### config.mk
export PLATFORM = sky130hd
export DESIGN_NAME = translated_pipelined_mux
export DESIGN_NICKNAME = d
export VERILOG_FILES = /design/src/rtl/translated_pipelined_mux.sv
export SDC_FILE = /design/constraint.sdc
export NUM_CORES = 1
export LEC_CHECK = 0
export ABC_AREA = 1
export CAP_MARGIN = 20
export CORE_MARGIN = 2
export CORE_UTILIZATION = 36
export DETAILED_ROUTE_END_ITERATION = 10
export HOLD_SLACK_MARGIN = 0.06
export PLACE_DENSITY = 0.79
export SLEW_MARGIN = 20
export SYNTH_ARGS = -nofsm -noshare
export SYNTH_HDL_FRONTEND = slang
export SYNTH_SLANG_ARGS = --single-unit
### constraint.sdc
create_clock -name clock -period 2.4 [get_ports clock]
set_input_delay 0.48 -clock clock [delete_from_list [all_inputs] [get_ports clock]]
set_output_delay 0.48 -clock clock [all_outputs]
set_load 0.1 [all_outputs]
### src/rtl/translated_pipelined_mux.sv
`default_nettype none
// ============================================================================
// Module      : translated_pipelined_mux
// Description : Translates an address into a word index and returns the
//               selected input word through a two-stage valid/ready pipeline.
// Revision    : 1.0 - initial release
// ============================================================================
module translated_pipelined_mux #(
    parameter int WORD_WIDTH       = 36,
    parameter int ADDR_WIDTH       = 11,
    parameter int INPUT_COUNT      = 8,
    parameter int INPUT_BASE_ADDR  = 123,
    parameter int INPUT_ADDR_WIDTH = 3,
    parameter int MISS_COUNT_WIDTH = 8,
    parameter int TOTAL_WIDTH      = INPUT_COUNT * WORD_WIDTH
) (
    input  logic                        clock,
    input  logic                        clear,
    input  logic                        in_valid,
    output logic                        in_ready,
    input  logic [ADDR_WIDTH-1:0]       addr,
    input  logic [TOTAL_WIDTH-1:0]      in,
    output logic                        out_valid,
    input  logic                        out_ready,
    output logic [WORD_WIDTH-1:0]       out,
    output logic                        out_hit,
    output logic [MISS_COUNT_WIDTH-1:0] miss_count
);

    localparam int c_slots = 2 ** INPUT_ADDR_WIDTH;
    localparam logic [ADDR_WIDTH:0] c_base_lo = (ADDR_WIDTH + 1)'(INPUT_BASE_ADDR);
    localparam logic [ADDR_WIDTH:0] c_base_hi = (ADDR_WIDTH + 1)'(INPUT_BASE_ADDR + INPUT_COUNT);
    localparam logic [INPUT_ADDR_WIDTH-1:0] c_base_idx = INPUT_ADDR_WIDTH'(INPUT_BASE_ADDR);
    localparam logic [MISS_COUNT_WIDTH-1:0] c_miss_one = MISS_COUNT_WIDTH'(1);
    localparam logic [MISS_COUNT_WIDTH-1:0] c_miss_max = '1;

    logic [WORD_WIDTH-1:0]       w_words [c_slots];
    logic [ADDR_WIDTH:0]         w_addr_ext;
    logic                        w_hit;
    logic [INPUT_ADDR_WIDTH-1:0] w_index;
    logic [WORD_WIDTH-1:0]       w_sel_word;
    logic                        w_accept;
    logic                        w_s1_adv;

    logic                        r_s1_valid;
    logic                        r_s1_hit;
    logic [WORD_WIDTH-1:0]       r_s1_word;
    logic                        r_s2_valid;
    logic                        r_s2_hit;
    logic [WORD_WIDTH-1:0]       r_s2_word;
    logic [MISS_COUNT_WIDTH-1:0] r_miss_count;

    // Unpopulated index slots read as zero so a non-power-of-two count
    // never selects beyond the packed bus.
    generate
        for (genvar k = 0; k < c_slots; k++) begin : g_words
            if (k < INPUT_COUNT) begin : g_live
                assign w_words[k] = in[k*WORD_WIDTH +: WORD_WIDTH];
            end else begin : g_pad
                assign w_words[k] = '0;
            end
        end
    endgenerate

    // One extra bit keeps the upper window bound from wrapping.
    assign w_addr_ext = {1'b0, addr};
    assign w_hit      = (w_addr_ext >= c_base_lo) && (w_addr_ext < c_base_hi);
    assign w_index    = addr[INPUT_ADDR_WIDTH-1:0] - c_base_idx;
    assign w_sel_word = w_hit ? w_words[w_index] : '0;

    assign w_s1_adv = r_s1_valid && (!r_s2_valid || out_ready);
    assign in_ready = !r_s1_valid || w_s1_adv;
    assign w_accept = in_valid && in_ready;

    always_ff @(posedge clock or posedge clear) begin
        if (clear) begin
            r_s1_valid <= 1'b0;
            r_s1_hit   <= 1'b0;
            r_s1_word  <= '0;
        end else if (w_accept) begin
            r_s1_valid <= 1'b1;
            r_s1_hit   <= w_hit;
            r_s1_word  <= w_sel_word;
        end else if (w_s1_adv) begin
            r_s1_valid <= 1'b0;
        end
    end

    always_ff @(posedge clock or posedge clear) begin
        if (clear) begin
            r_s2_valid <= 1'b0;
            r_s2_hit   <= 1'b0;
            r_s2_word  <= '0;
        end else if (w_s1_adv) begin
            r_s2_valid <= 1'b1;
            r_s2_hit   <= r_s1_hit;
            r_s2_word  <= r_s1_word;
        end else if (out_ready) begin
            r_s2_valid <= 1'b0;
        end
    end

    always_ff @(posedge clock or posedge clear) begin
        if (clear) begin
            r_miss_count <= '0;
        end else if (w_accept && !w_hit && (r_miss_count != c_miss_max)) begin
            r_miss_count <= r_miss_count + c_miss_one;
        end
    end

    assign out_valid  = r_s2_valid;
    assign out        = r_s2_word;
    assign out_hit    = r_s2_hit;
    assign miss_count = r_miss_count;

endmodule
`default_nettype wire

==> metrics.yaml <==
clocking:
  cts_buffers: 9
  cts_root_buffer: "clkbuf_16"
  cts_tree: "done"
  clock_latency_ns: 0.34
  cts_resized: 0
  clockBufferDepth: 2
  cts.sinks: 84
  holdBufCountCts: 0
  htree_levels: 3
  post_cts_buffers: 0
  clk_pin_slew_ns: 0.06
floorplanning:
  die_height_um: 136
  ios: 350
  rows: 48
  die_w_um: 136
  initial_core_util: 0.367
  die-area_um2: 18600
  coreArea_um2: 17200
min_path:
  hold_path.class: "flop to flop"
  min_to: "out[19]"
  hp-start: "r_s1_word[19]"
  holdPathStages: 2
sta:
  finalSetupViolCount: 0
  finalHoldViolations: 0
  max_freq_ghz: 0.504
  fin_setup_tns_ns: 0
  slew_viol_final: 0
  worst_pin_slew_ns: 0.525
  rsz0062_at_grt: "no"
  fin_crit_sh: 0.827
  period_minus_slack_ns: 1.99
  fin_skew_ns: 0.00901
  slew_headroom: 0.647
critical_path:
  worstPathRequired_ns: 2.63
  r2r_slack_ns: 0.78
  startpoint_type: "primary input"
  regToRegEndpoint: "miss_count[4]"
  path_class: "primary input to flop"
  critPathMaxFanout: 36
  crit_path_end_kind: "flop"
  r2r_cells: 7
  critPathArrivalTime_ns: 2.22
  reg2reg_from: "miss_count[0]"
place:
  io_buffer_count: 349
  detailed_place_hpwl_um: 19400
  dp.cells: 1634
  gp_congestion: 0.883
routing:
  routed_wl_um: 24500
  dr_total_vias: 7861
  post_drt_wl_per_cell_um: 14.8
  drcViolationCount: 0
  vias_per_cell: 4.75
  ant_nets: 0
  initialDrtViolationCount: 512
  dr.pass1.iters: 5
final_layout:
  fin_nets: 1725
  syn2layout_area_growth_pct: 63.1
  stdcell_count: 1654
  drive_gt1_frac: 0.0709
global_routing:
  antenna_found_initial: 5
  gr-usage-met1: 0.352
  grt.met3_usage: 0.0500
  grt_pass1_wl_um: 38000
  grt_usage: 0.261
  grt_pass1_vias: 7422
  grt_overflow: 0
  grt_max_degree: 96
  use_met2: 0.415
  grt.busiest_layer: "met2"
pwr:
  ir_drop_mv: 1.10
  p_leak_uw: 0.00543
  power_density_nw_per_um2: 489
synth:
  synthCells: 1101
  syn_area_um2: 6300
  ys_types: 25
  syn_avg_cell_area_um2: 5.72
  yosys_warnings: 0
  synth_fp_nets: 1406
  ys_ff_latch: 84
  synth_seq_area_share: 0.334
run:
  max_cap_violations: 0
status:
  outcome: "complete, no violations"
worst max-delay path: stages:
cell	delay [ns]
clkdlybuf4s50_1	0.53
ha_2	0.34
inv_2	0.15
buf_12	0.21
nand3_1	0.12
nand2_1	0.08
nand2_1	0.05
nand2_1	0.08
inv_1	0.04
nand2_1	0.05
nand2_1	0.05
cells in the final DEF, fill, tap and decap left out:
| cell | Yosys | routed |
|---|---|---|
| inv_4 | 1 | 2 |
| clkbuf_16 | 0 | 9 |
| clkdlybuf4s50_1 | 0 | 301 |
| clkbuf_1 | 30 | 1 |
| o21ai_0 | 2 | 2 |
| nand2_1 | 722 | 721 |
| nor2_1 | 6 | 6 |
| dfrtp_1 | 84 | 84 |
| nand2_2 | 1 | 2 |
| xor2_1 | 2 | 2 |
| clkinvlp_4 | 0 | 2 |
| clkinv_2 | 0 | 1 |
| nor3_1 | 1 | 1 |
| xor2_4 | 0 | 1 |
| nand3_1 | 156 | 155 |
| xnor2_1 | 2 | 2 |
| inv_6 | 0 | 1 |
| nand3_2 | 1 | 1 |
| ha_1 | 2 | 1 |
| diode_2 | 0 | 5 |
| nor2_4 | 1 | 1 |
| buf_12 | 0 | 13 |
| nor2_2 | 1 | 1 |
| o21ai_1 | 1 | 1 |
| ha_2 | 0 | 1 |
| buf_4 | 8 | 61 |
| clkinv_4 | 0 | 2 |
| inv_1 | 44 | 43 |
| nand3b_1 | 1 | 1 |
| nand4_1 | 2 | 2 |
| nand3_4 | 0 | 1 |
| inv_2 | 3 | 2 |
kinds of logic (layout without fill, tap and decap cells):
group,after synthesis,count (layout),share of synthesized area
and+or+nand+nor,892,892,0.567
xor gates and xnor gates,5,5,0.00814
DFF,84,84,0.334
AOI/OAI and AO/OA,3,3,0.00238
buffers and inverters,115,438,0.0850
other,0,5,0
adders and majority gates,2,2,0.00397
state kept, by name, summed over array words and instances, names as in the netlist:
name,flops
out,36
r_s1_hit,1
out_valid,1
r_s1_valid,1
miss_count,8
out_hit,1
r_s1_word,36
cells in the mapped netlist (all sizes together):
library cell	n	share of area
buf	37	0.038
nand4	2	0.0020
nor3	1	0.00079
xor2	3	0.0054
nand3b	1	0.0012
clkbuf	30	0.018
xnor2	2	0.0028
o21ai	3	0.0024
dfrtp	84	0.33
nand3	157	0.13
nand2	723	0.43
inv	48	0.029
nor2	8	0.0064
ha	2	0.0040
worst max path at each step:
| stage | start | depth (start not counted) | end |
|---|---|---|---|
| floorplan | out_valid | 5 | r_s1_valid |
| global placement | addr[1] | 11 | r_s1_word[5] |
| global route | addr[1] | 11 | r_s1_word[5] |
| finish | addr[1] | 11 | r_s1_word[16] |
| detailed placement | addr[1] | 11 | r_s1_word[5] |
| CTS | addr[1] | 11 | r_s1_word[5] |
cell type report:
class | instances | area (um2)
repair buffers | 375 | 3730
clock inverters | 5 | 38.8
clock buffers | 10 | 229
flip-flops and latches | 84 | 2100
fillers | 1673 | 6900
multi-input cells | 902 | 3690
inverters | 48 | 189
well taps | 225 | 282
diodes | 5 | 12.5
layer usage:
| layer | vias to the layer above | routed length, um |
|---|---|---|
| met5 | - | 0 |
| met4 | 0 | 654 |
| met3 | 48 | 1570 |
| met2 | 300 | 11600 |
| met1 | 3493 | 10700 |
| li1 | 4020 | - |
where the power goes:
group / internal [uW] / switching, uW
logic: 888 / 1300
registers: 1500 / 86.8
clock network: 700 / 556
stage by stage:
step	total power [uW]	instance area, um2	setup slack [ns]	hold slack [ns]	util
after detailed placement	3800	10000	0.0641	0.458	0.582
after global routing	5300	10300	0.302	0.492	0.598
final	5030	10300	0.414	0.468	0.598
after global placement	3780	10000	0.0941	0.447	0.582
after CTS	5060	10300	0.415	0.470	0.598
after floorplan	2890	6320	0.0472	0.442	-
Power figures use the tool's default switching activity.
==> edit 1: new RTL, config.mk and constraints unchanged <==
Put one more register stage on the output `miss_count`, with the module's reset. The value now appears one clock later. The other outputs are not delayed to match.
--- a/src/rtl/translated_pipelined_mux.sv
+++ b/src/rtl/translated_pipelined_mux.sv
@@ -113,3 +113,9 @@
     assign out_hit    = r_s2_hit;
-    assign miss_count = r_miss_count;
+    always_ff @(posedge clock or posedge clear) begin
+        if (clear) begin
+            miss_count <= '0;
+        end else begin
+            miss_count <= r_miss_count;
+        end
+    end
 
Check against the original RTL: not equivalent (Yosys sat finds a counterexample within 4 cycles, from zero or initial values).
==> edit 1 against the unedited design <==
- sequential share of layout area increased by 1.5 points
- clock skew decreased by 0.0036 ns
- sequential cell count increased by 8
- hold slack got worse by 0.056 ns
- combinational power about the same
- area after synthesis increased by 3.0%
- final area increased by 1.9%
- setup slack improved by 0.050 ns
- routed wire length increased by 4.2%
- power increased by 6.9%
- via count increased by 0.95%
- largest cell class unchanged
- highest routed layer is now met5
==> edit 1: results (changes against the unedited design) <==
Peak supply drop=0.775 mV (was 1.10 mV); Max Fanout on Critical Path=35 (was 36); Seq/Total Area, Yosys=35.5% (was 33.4%); top post-synthesis cells by count=nand2_1 (722), nand3_1 (156), dfrtp_1 (92) (was nand2_1 (722), nand3_1 (156), dfrtp_1 (84)); Area contributors post-synth=nand2_1 (42%), dfrtp_1 (35%), nand3_1 (12%) (was nand2_1 (43%), dfrtp_1 (33%), nand3_1 (12%)); met2 WL=12,100 um (was 11,600 um); Final HPWL DP=20,000 um (was 19,400 um); minimum clock period=1.94 ns (was 1.99 ns); vias in the first global route=7,636 (was 7,422); outcome=complete, no violations (unchanged); Placement Cell Area=10,200 um^2 (was 10000 um^2); met2 Track Usage GR=43.0% (was 41.5%); Worst-Margin Slew=0.544 ns (was 0.525 ns); share of cells above drive strength 1=7.06% (was 7.09%); worst hold margin=0.412 ns (was 0.468 ns); via count=7,936 (was 7,861); max layer used=met5 (was met4); fillers=1,748 (was 1,673); syn avg cell area=5.85 um^2 (was 5.72 um^2); Reg power frac=32.8% (was 31.5%); largest net degree at the start of global routing=127 (was 96); non-clk buf share=35.4% (was 36.3%); clock skew=0.00539 ns (was 0.00901 ns); met1 WL=11,000 um (was 10,700 um); clock sink count=92 (was 84); core area=17,800 um^2 (was 17,200 um^2); Inst Count DP=1,644 (was 1,634); Reg area=2300 um^2 (was 2100 um^2); Inserted Diodes=0 (was 5); clock network area share=2.86% (was 2.61%); worst min-delay path class=input pin to async pin (was flop to flop)
## edit 1: final timing paths
| path | start | to |
|---|---|---|
| max reg2reg | r_miss_count[0]$_DFFE_PP0P_ | r_miss_count[2]$_DFFE_PP0P_ |
| min in group clock | r_miss_count[1]$_DFFE_PP0P_ | miss_count[1]$_DFF_PP0_ |
| max | addr[1] | r_s1_word[7]$_DFFE_PP0P_ |
| min reg2reg | r_miss_count[1]$_DFFE_PP0P_ | miss_count[1]$_DFF_PP0_ |
| min | clear | out[27]$_DFFE_PP0P_ |
| max in group asynchronous | clear | out[25]$_DFFE_PP0P_ |
## edit 1: cells by family after synthesis
group	after synthesis	synth area share (%)
AO/OA/AOI/OAI	3	0.231
flip-flops	92	35.5
XOR/XNOR	5	0.790
buffers and inverters	115	8.11
AND/OR/NAND/NOR	892	55.0
adder cells (fa/ha/maj)	2	0.385
==> edit 2: new RTL, config.mk and constraints unchanged <==
Without the edit above. `WORD_WIDTH`: 36 -> 32.
--- a/src/rtl/translated_pipelined_mux.sv
+++ b/src/rtl/translated_pipelined_mux.sv
@@ -8,3 +8,3 @@
 module translated_pipelined_mux #(
-    parameter int WORD_WIDTH       = 36,
+    parameter int WORD_WIDTH       = 32,
     parameter int ADDR_WIDTH       = 11,
Ports: changed (resized in and out); port bits go from 350 to 314. The function was not compared with the original's and may differ.
==> edit 2 against the unedited design <==
- global-route usage grew 0.44 points
- sequential cell count shrank 8
- power shrank 3.1%
- critical path depth is the same
- area after synthesis shrank 10%
- die area shrank 9.8%
- routed wire length shrank 8.7%
- final area shrank 9.6%
- fmax grew 2.4%
- setup slack gained 0.046 ns
==> edit 2: results (changes against the unedited design) <==
Final GP Congestion=0.875 (was 0.883); syn nets=1,263 (was 1,406); first-pass GRT wire length=34,700 um (was 38,000 um); outcome=complete, no violations (unchanged); fillers=1,522 (was 1,673); via count=7,147 (was 7,861); initial DRC count=423 (was 512); clk buf depth=2 (unchanged); Final HPWL DP=17,300 um (was 19,400 um); asr flop ratio synth=100% (unchanged); CTS buffer count=9 (unchanged); P_leak=4.92 nW (was 5.43 nW); Peak supply drop=0.580 mV (was 1.10 mV); Final #Nets=1,552 (was 1,725); clock root buffer master=clkbuf_16 (unchanged); First-pass DRT Iterations=7 (was 5); CTS-repair resized insts=0 (unchanged); slowest stage cell, crit path=clkdlybuf4s50_1 (unchanged); WHS Path Cells=2 (unchanged); Cell variety after synth=22 (was 25); largest net degree at the start of global routing=77 (was 96); clock skew=0.00569 ns (was 0.00901 ns); GRT Resource Usage Total=26.5% (was 26.1%); Area contributors post-synth=nand2_1 (43%), dfrtp_1 (34%), nand3_1 (12%) (was nand2_1 (43%), dfrtp_1 (33%), nand3_1 (12%)); Seq/Total Area, Yosys=33.6% (was 33.4%); Post-CTS Setup Bufs=0 (unchanged); initial antenna violation count=0 (was 5); Switching Power=1.78 mW (was 1.94 mW); number of synthesized flops with an enable pin=0 (unchanged); Crit path largest cell delay=0.50 ns (was 0.53 ns); share of cells above drive strength 1=7.25% (was 7.09%); IO buf count=313 (was 349); pre-CTS setup slack=0.120 ns (was 0.0641 ns); top post-synthesis cells by count=nand2_1 (645), nand3_1 (140), dfrtp_1 (76) (was nand2_1 (722), nand3_1 (156), dfrtp_1 (84)); commonest non-fill, non-tap cell in the layout=nand2_1 (unchanged); Worst-Margin Slew=0.426 ns (was 0.525 ns); R2R setup slack=1.00 ns (was 0.78 ns); Worst-Skew Late Latency=0.33 ns; fmax=515 MHz (was 504 MHz); Max Fanout on Critical Path=41 (was 36); vias in the first global route=6,764 (was 7,422); WL final=22,400 um (was 24,500 um); warnings from Yosys=0 (unchanged); Inserted Diodes=0 (was 5)
## edit 2: power groups by stage
stage / clock network, mW / logic (mW) / registers (mW)
2_1_floorplan: 0 / 0.743 / 1.90
3_3_place_gp: 0 / 2.00 / 1.46
3_5_place_dp: 0 / 2.01 / 1.46
4_1_cts: 1.45 / 2.02 / 1.44
5_1_grt: 1.50 / 2.18 / 1.45
6_report: 1.42 / 2.01 / 1.44
## edit 2: worst paths after layout
kind | to | start
max | r_s1_word[13]$_DFFE_PP0P_ | addr[1]
min | out[19]$_DFFE_PP0P_ | r_s1_word[19]$_DFFE_PP0P_
max reg2reg | miss_count[0]$_DFFE_PP0P_ | miss_count[0]$_DFFE_PP0P_
min reg2reg | out[19]$_DFFE_PP0P_ | r_s1_word[19]$_DFFE_PP0P_
max in group asynchronous | r_s1_word[25]$_DFFE_PP0P_ | clear
min in group asynchronous | miss_count[2]$_DFFE_PP0P_ | clear
## edit 2: cells by family (layout without fill, tap and decap cells)
kind of cell               Yosys count  in the layout  synth area share [%]
adders and majority gates            2              2                 0.442
and+or+nand+nor                    800            800                  56.6
AOI/OAI and AO/OA                    3              3                 0.265
DFF                                 76             76                  33.6
xor gates and xnor gates             5              5                 0.906
buffers and inverters              104            396                  8.18
## edit 2: worst max-delay path, delay by kind of cell
kind	cells	cell delay (ns)
adders and majority gates	1	0.32
and+or+nand+nor	6	0.49
buffers and inverters	4	0.85
## edit 2: per-layer routing
metal / track usage, % / part of all wire (%) / vias to the layer above
met3: 4.83 / 7.1 / 39
met5: 0 / 0 / -
met4: 8.86 / 2.5 / 0
met2: 43.8 / 48 / 276
met1: 35.1 / 43 / 3224
li1: - / - / 3608
## edit 2: final cells by class
cell class / instances / area (um^2) / share of cell area [%]
tap: 211 / 264 / 2.84
timing repair buffer: 338 / 3320 / 35.8
clock buffer: 12 / 246 / 2.65
clock inverter: 2 / 60.1 / 0.647
inverter: 44 / 171 / 1.85
sequential: 76 / 1900 / 20.5
multi-input combinational: 810 / 3320 / 35.7
## edit 2: per-stage QoR
stage / hold WS (ns) / cells / instance area (um^2) / utilization [%]
final: 0.467 / 1493 / 9290 / 60.6
after global routing: 0.487 / 1493 / 9290 / 60.6
after CTS: 0.473 / 1493 / 9290 / 60.6
after detailed placement: 0.461 / 1479 / 8980 / 58.6
after global placement: 0.455 / 1479 / 8980 / 58.6
after floorplan: 0.442 / 990 / 5670 / -
